$ cat src/rtl/pipe_hazard_pkg.sv
// rtl/pipe_hazard_pkg.sv - shared types and stage constants for the pipeline hazard controller
package pipe_hazard_pkg;

    typedef enum logic [1:0] {
        IDLE    = 2'd0,
        DFLUSH  = 2'd1,
        IFLUSH  = 2'd2,
        REFETCH = 2'd3
    } fence_state_t;

    localparam int IF_IDX     = 0;
    localparam int DEF_NSTAGE = 5;
    localparam int DEF_EX_IDX = 2;

endpackage

$ cat src/rtl/pipe_fence_fsm.sv
// rtl/pipe_fence_fsm.sv - fence.i sequencer: data-cache flush, instruction-cache flush, refetch
module pipe_fence_fsm
    import pipe_hazard_pkg::*;
(
    input  logic CLK,
    input  logic nRST,
    input  logic start,
    input  logic abort,
    input  logic dflush_done,
    input  logic iflush_done,
    output logic dflush_req,
    output logic iflush_req,
    output logic busy,
    output logic refetch
);

    fence_state_t r_state;
    fence_state_t w_next;

    always_ff @(posedge CLK) begin
        if (!nRST) begin
            r_state <= IDLE;
        end else begin
            r_state <= w_next;
        end
    end

    // Moore outputs: an abort takes effect on the state, so requests drop the following cycle
    always_comb begin
        w_next     = r_state;
        dflush_req = 1'b0;
        iflush_req = 1'b0;
        busy       = 1'b0;
        refetch    = 1'b0;
        case (r_state)
            IDLE: begin
                if (start) w_next = DFLUSH;
            end
            DFLUSH: begin
                dflush_req = 1'b1;
                busy       = 1'b1;
                if (dflush_done) w_next = IFLUSH;
            end
            IFLUSH: begin
                iflush_req = 1'b1;
                busy       = 1'b1;
                if (iflush_done) w_next = REFETCH;
            end
            REFETCH: begin
                refetch = 1'b1;
                w_next  = IDLE;
            end
            default: w_next = IDLE;
        endcase
        if (abort) w_next = IDLE;
    end

endmodule

$ cat src/rtl/pipe_hazard_ctrl.sv
// rtl/pipe_hazard_ctrl.sv - per-stage stall/flush, PC select and trap hand-off for an NSTAGE pipeline
module pipe_hazard_ctrl
    import pipe_hazard_pkg::*;
#(
    parameter int NSTAGE   = DEF_NSTAGE,
    parameter int EX_IDX   = DEF_EX_IDX,
    parameter int LOAD_LAT = 1,
    parameter int REG_W    = 5
) (
    input  logic                      CLK,
    input  logic                      nRST,
    input  logic [REG_W-1:0]          id_rs1,
    input  logic [REG_W-1:0]          id_rs2,
    input  logic                      id_rs1_used,
    input  logic                      id_rs2_used,
    input  logic [REG_W-1:0]          ex_rd,
    input  logic                      ex_load,
    input  logic                      stall_ex,
    input  logic                      imem_busy,
    input  logic                      dmem_busy,
    input  logic                      dmem_access,
    input  logic                      redirect,
    input  logic                      csr,
    input  logic                      ifence,
    input  logic                      dflush_done,
    input  logic                      iflush_done,
    input  logic [NSTAGE-1:0]         exc_valid,
    input  logic                      intr_req,
    input  logic                      ret,
    output logic                      pc_en,
    output logic [NSTAGE-1:0]         stall,
    output logic [NSTAGE-1:0]         flush,
    output logic                      npc_sel,
    output logic                      dflush_req,
    output logic                      iflush_req,
    output logic                      fence_refetch,
    output logic [$clog2(NSTAGE)-1:0] exc_stage,
    output logic                      pipe_clear,
    output logic                      intr_taken
);

    localparam int                SW       = $clog2(NSTAGE);
    localparam logic [NSTAGE-1:0] ALL_ONES = {NSTAGE{1'b1}};
    localparam logic [NSTAGE-1:0] MASK_EX  = ALL_ONES >> (NSTAGE - 1 - EX_IDX);
    localparam logic [NSTAGE-1:0] MASK_PRE = ALL_ONES >> (NSTAGE - EX_IDX);
    localparam logic [NSTAGE-1:0] BIT_DEC  = NSTAGE'(1) << (EX_IDX - 1);
    localparam logic [NSTAGE-1:0] BIT_EX   = NSTAGE'(1) << EX_IDX;

    logic          r_intr_pend;
    logic [2:0]    r_lu_cnt;
    logic [SW-1:0] w_k;
    logic          w_exc_any;
    logic          w_exc_late;
    logic          w_intr_take;
    logic          w_lu_hazard;
    logic          w_lu_active;
    logic          w_lu_clear;
    logic          w_lu_hold;
    logic          w_fence_start;
    logic          w_fence_busy;
    logic          w_fence_idle;

    assign w_exc_any  = |exc_valid;
    assign w_exc_late = |(exc_valid & ~MASK_EX);

    always_comb begin
        w_k = '0;
        for (int i = 0; i < NSTAGE; i++) begin
            if (exc_valid[i]) w_k = SW'(i);
        end
    end

    assign w_lu_hazard = ex_load && (ex_rd != '0) &&
                         ((id_rs1_used && (id_rs1 == ex_rd)) ||
                          (id_rs2_used && (id_rs2 == ex_rd)));
    assign w_lu_active = w_lu_hazard || (r_lu_cnt != 3'd0);

    assign w_fence_idle  = !w_fence_busy && !fence_refetch;
    assign w_intr_take   = r_intr_pend && !w_exc_any && w_fence_idle && !dmem_busy;
    assign w_fence_start = ifence && !stall_ex && !w_exc_any && !w_intr_take && !ret;

    pipe_fence_fsm u_fence (
        .CLK         (CLK),
        .nRST        (nRST),
        .start       (w_fence_start),
        .abort       (w_exc_late),
        .dflush_done (dflush_done),
        .iflush_done (iflush_done),
        .dflush_req  (dflush_req),
        .iflush_req  (iflush_req),
        .busy        (w_fence_busy),
        .refetch     (fence_refetch)
    );

    // One priority chain; lower causes are masked entirely by a higher one
    always_comb begin
        stall      = '0;
        flush      = '0;
        npc_sel    = 1'b0;
        pipe_clear = 1'b0;
        intr_taken = 1'b0;
        w_lu_clear = 1'b0;
        w_lu_hold  = 1'b0;
        if (w_exc_any) begin
            pipe_clear = 1'b1;
            flush      = ALL_ONES >> (NSTAGE - 1 - int'(w_k));
            w_lu_clear = 1'b1;
        end else if (w_intr_take) begin
            pipe_clear = 1'b1;
            intr_taken = 1'b1;
            flush      = ALL_ONES;
            w_lu_clear = 1'b1;
        end else if (ret) begin
            flush      = MASK_EX;
            w_lu_clear = 1'b1;
        end else if (w_fence_busy) begin
            stall     = MASK_EX;
            w_lu_hold = 1'b1;
        end else if (fence_refetch) begin
            flush      = MASK_EX;
            w_lu_clear = 1'b1;
        end else if (stall_ex) begin
            stall     = MASK_EX;
            flush     = BIT_EX;
            w_lu_hold = 1'b1;
        end else if (redirect) begin
            flush      = MASK_EX;
            npc_sel    = 1'b1;
            w_lu_clear = 1'b1;
        end else if (csr) begin
            flush      = MASK_EX;
            w_lu_clear = 1'b1;
        end else if (w_lu_active) begin
            stall = MASK_PRE;
            flush = BIT_DEC;
        end
    end

    assign exc_stage = w_k;
    assign pc_en     = !(imem_busy || (dmem_access && dmem_busy) || stall[IF_IDX]) ||
                       pipe_clear || npc_sel || fence_refetch;

    always_ff @(posedge CLK) begin
        if (!nRST) begin
            r_lu_cnt    <= 3'd0;
            r_intr_pend <= 1'b0;
        end else begin
            if (w_lu_clear) begin
                r_lu_cnt <= 3'd0;
            end else if (w_lu_hold) begin
                r_lu_cnt <= r_lu_cnt;
            end else if (r_lu_cnt != 3'd0) begin
                r_lu_cnt <= r_lu_cnt - 3'd1;
            end else if (w_lu_hazard) begin
                r_lu_cnt <= 3'(LOAD_LAT - 1);
            end
            if (w_intr_take) begin
                r_intr_pend <= 1'b0;
            end else begin
                r_intr_pend <= intr_req;
            end
        end
    end

endmodule
$ cat config.mk
export PLATFORM = sky130hd
export DESIGN_NAME = pipe_hazard_ctrl
export DESIGN_NICKNAME = d
export VERILOG_FILES = /design/src/rtl/pipe_hazard_pkg.sv /design/src/rtl/pipe_fence_fsm.sv /design/src/rtl/pipe_hazard_ctrl.sv
export SDC_FILE = /design/constraint.sdc
export NUM_CORES = 1
export LEC_CHECK = 0
export ABC_AREA = 1
export CAP_MARGIN = 25
export CORE_MARGIN = 2
export CORE_UTILIZATION = 40
export CTS_CLUSTER_DIAMETER = 120
export CTS_CLUSTER_SIZE = 25
export DETAILED_ROUTE_END_ITERATION = 10
export DONT_BUFFER_PORTS = 1
export GPL_TIMING_DRIVEN = 0
export PLACE_DENSITY = 0.59
export SLEW_MARGIN = 10
export SYNTH_ARGS = -nofsm -noshare
export SYNTH_HDL_FRONTEND = slang
export SYNTH_HIERARCHICAL = 1
export SYNTH_SLANG_ARGS = --single-unit
$ cat constraint.sdc
create_clock -name CLK -period 4.81 [get_ports CLK]
set_input_delay 0.962 -clock CLK [delete_from_list [all_inputs] [get_ports CLK]]
set_output_delay 0.962 -clock CLK [all_outputs]
set_load 0.1 [all_outputs]
==> flow_summary.json <==
{
  "status": "completed",
  "path_class": "reg -> out",
  "netSwitchingFraction_pct": 46.86,
  "hold_viol": 0,
  "post-route-period-util_pct": 95.01,
  "grt_max_degree": 6,
  "antenna_found_initial": 0,
  "yosysTopAreaCell": "nand2_1",
  "worstMarginPinSlew_ns": 1.084,
  "syn_area_per_cell_um2": 5.524,
  "drt_iter0_drc": 19,
  "netlist.area_leader.share_pct": 20.08,
  "end_kind": "output port",
  "rows": 17,
  "grt_pass1_wl_mm": 3.325,
  "relSlewSlack_pct": 27.73,
  "final_util_pct": 49.83,
  "cts-resized-gates": 0,
  "holdCritPathClass": "reg -> reg",
  "yosysMostFrequentCell": "nand2_1",
  "cts_tree": "built",
  "slowest_stage": "ha_1",
  "pwr-share-clk_pct": 24.6,
  "dieArea_mm2": 0.002841,
  "combPwrFrac_pct": 48.4,
  "cts_buffers": 3,
  "vias": 964,
  "io_buffer_count": 0,
  "slew_violations": 0,
  "fin_crit_ns": 4.570,
  "regArea_um2": 120.1,
  "p_int_mw": 0.09929,
  "async_flop_share_pct": 0,
  "worst_path_largest_cell_delay_ns": 0.89,
  "setup_viol_count_final": 0,
  "multi_input_area_um2": 688.2,
  "grt_usage_pct": 15.41,
  "leakage_nw": 0.6535,
  "critPathTopFamily": "buffers and inverters",
  "yosysSeqAreaShare_pct": 12.36,
  "power.density_mw_per_mm2": 166.3,
  "clkTransAtPathRegs_ns": 0.05,
  "wire_per_inst_um": 9.863,
  "cts_buffer_depth": 2,
  "critPathBufInv": 3,
  "num_antenna_cells": 0,
  "place_hpwl_mm": 1.852,
  "clock_skew_ns": 0.009092,
  "power.switching_mw": 0.08755,
  "ys_seq_elements": 6,
  "initial_utilization_pct": 43.12,
  "via_per_inst": 4.547,
  "area_growth_pct": 15.57,
  "fp.dieH_um": 53.30,
  "seqPwrFrac_pct": 27.0,
  "synth.area.top_cells": "nand2_1 20%, inv_1 14%, dfxtp_1 12%, ha_1 10%, nor2_1 8.1%",
  "drc": 0,
  "yosys_warnings": 6,
  "critPathRequiredTime_ns": 3.85,
  "syn_inst": 176,
  "ioPinCount": 56,
  "rsz0062_at_grt": "false",
  "synth.top_cells.by_count": "52 x nand2_1, 37 x inv_1, 21 x nor2_1, 8 x a21oi_1, 8 x ha_1",
  "dieWidth_um": 53.30,
  "ys_dominant_reg_cell": "dfxtp_1",
  "design.core.area_mm2": 0.002255,
  "root_buffer": "clkbuf_4",
  "cts_setup_buffers": 0,
  "fmax_mhz": 218.8,
  "critPathArrivalTime_ns": 3.61,
  "overflow": 0,
  "cts_hold_buf": 0,
  "cts.sinks": 6,
  "firstDrtPassIters": 4,
  "clk_latency_ns": 0.25,
  "nets": 230,
  "ir_drop_v": 0.0001806,
  "cp_max_fo": 5,
  "htreeDepth": 1,
  "ant_nets": 0,
  "drive_gt1_share_pct": 20.65,
  "synth_area_um2": 972.2,
  "gp_congestion": 0.8784,
  "path_cells": "ha_1 -> inv_1 -> nand2_1 -> nor3_4 -> nor2_4 -> nand2_2 -> nor2_4 -> o21ai_1 -> inv_1 -> buf_4",
  "yosys.cell_types.count": 25,
  "grt_pass1_vias": 898,
  "synth_edf_count": 0,
  "maxCapViolations": 0,
  "nFillCells": 224,
  "totalWireLength_mm": 2.091,
  "startpoint_type": "register",
  "dpl_cell_area_mm2": 0.001101,
  "final_area_mm2": 0.001124,
  "total_power_mw": 0.1868
}
[cells by family after synthesis]
kind of cell / Yosys count / share of synthesized area, %
AOI/OAI and AO/OA: 14 / 7.593
xor gates and xnor gates: 1 / 0.9011
adders and majority gates: 8 / 10.30
buffers and inverters: 48 / 20.21
DFF: 6 / 12.36
other: 1 / 0.3857
and+or+nand+nor: 98 / 48.27
[path summary, 6_finish.rpt]
check                     startpoint     endpoint  slack (ns)  cells past startpoint
setup / recovery  u_fence/r_state[1]     stall[1]        0.24                     10
hold reg to reg          r_lu_cnt[1]  r_lu_cnt[1]        0.48                      2
hold / removal           r_lu_cnt[1]  r_lu_cnt[1]        0.48                      2
setup reg to reg  u_fence/r_state[1]  r_intr_pend        2.16                      7
[layout by cell type (no fill, tap or decap), types with 2 or more instances in the layout]
cell type / synthesis / layout
buf_4: 4 / 4
inv_2: 5 / 5
conb_1: 1 / 2
nand3_1: 6 / 6
nand2_1: 52 / 52
clkbuf_4: 0 / 3
dfxtp_1: 6 / 6
nand3_2: 3 / 3
buf_8: 0 / 2
o21ai_0: 4 / 2
a21oi_1: 8 / 7
nand2_2: 6 / 6
nor2_4: 4 / 4
nor2_1: 21 / 20
nor2_2: 1 / 2
o21ai_2: 0 / 2
inv_1: 37 / 37
ha_1: 8 / 8
[power groups by stage]
| stage | clock network (mW) | registers, mW | logic, mW |
|---|---|---|---|
| floorplan | 0 | 0.0514 | 0.0778 |
| global placement | 0 | 0.0514 | 0.0818 |
| detailed placement | 0 | 0.0514 | 0.0904 |
| CTS | 0.0483 | 0.0504 | 0.0906 |
| global route | 0.0513 | 0.0505 | 0.0962 |
| finish | 0.0459 | 0.0505 | 0.0905 |
[area by class of cell]
class / count / area share (%)
multi-input combinational: 123 / 61.25
inverter: 44 / 14.81
sequential: 6 / 10.69
timing repair buffer: 4 / 5.457
tap: 28 / 3.118
buffer: 4 / 2.673
clock buffer: 3 / 2.004
[worst min-delay path, cell delays in order, from the launching register on]
cell     delay [ns]
dfxtp_1        0.32
nand2_1        0.07
a21oi_1        0.05
[state kept, by name, indices dropped and copies added (netlist names)]
register         cells
r_lu_cnt             3
r_intr_pend          1
u_fence/r_state      2
[metrics by stage]
stage	worst slack (ns)	hold slack (ns)	TNS [ns]	cells
6_report	0.2402	0.4845	0	212
5_1_grt	0.06003	0.5052	0	212
4_1_cts	0.2250	0.4864	0	212
3_5_place_dp	0.4992	0.4782	0	209
3_3_place_gp	-0.4273	0.4604	-0.5435	205
2_1_floorplan	-0.3474	0.4496	-0.3474	177
[metal layers]
| layer | track usage, % | vias to the layer above | wire length (µm) |
|---|---|---|---|
| met5 | 0 | - | 0 |
| li1 | - | 527 | - |
| met4 | 5.556 | 0 | 15 |
| met2 | 27.57 | 34 | 1020 |
| met3 | 4.237 | 2 | 142 |
| met1 | 17.09 | 401 | 912 |
Power figures use the tool's default switching activity.
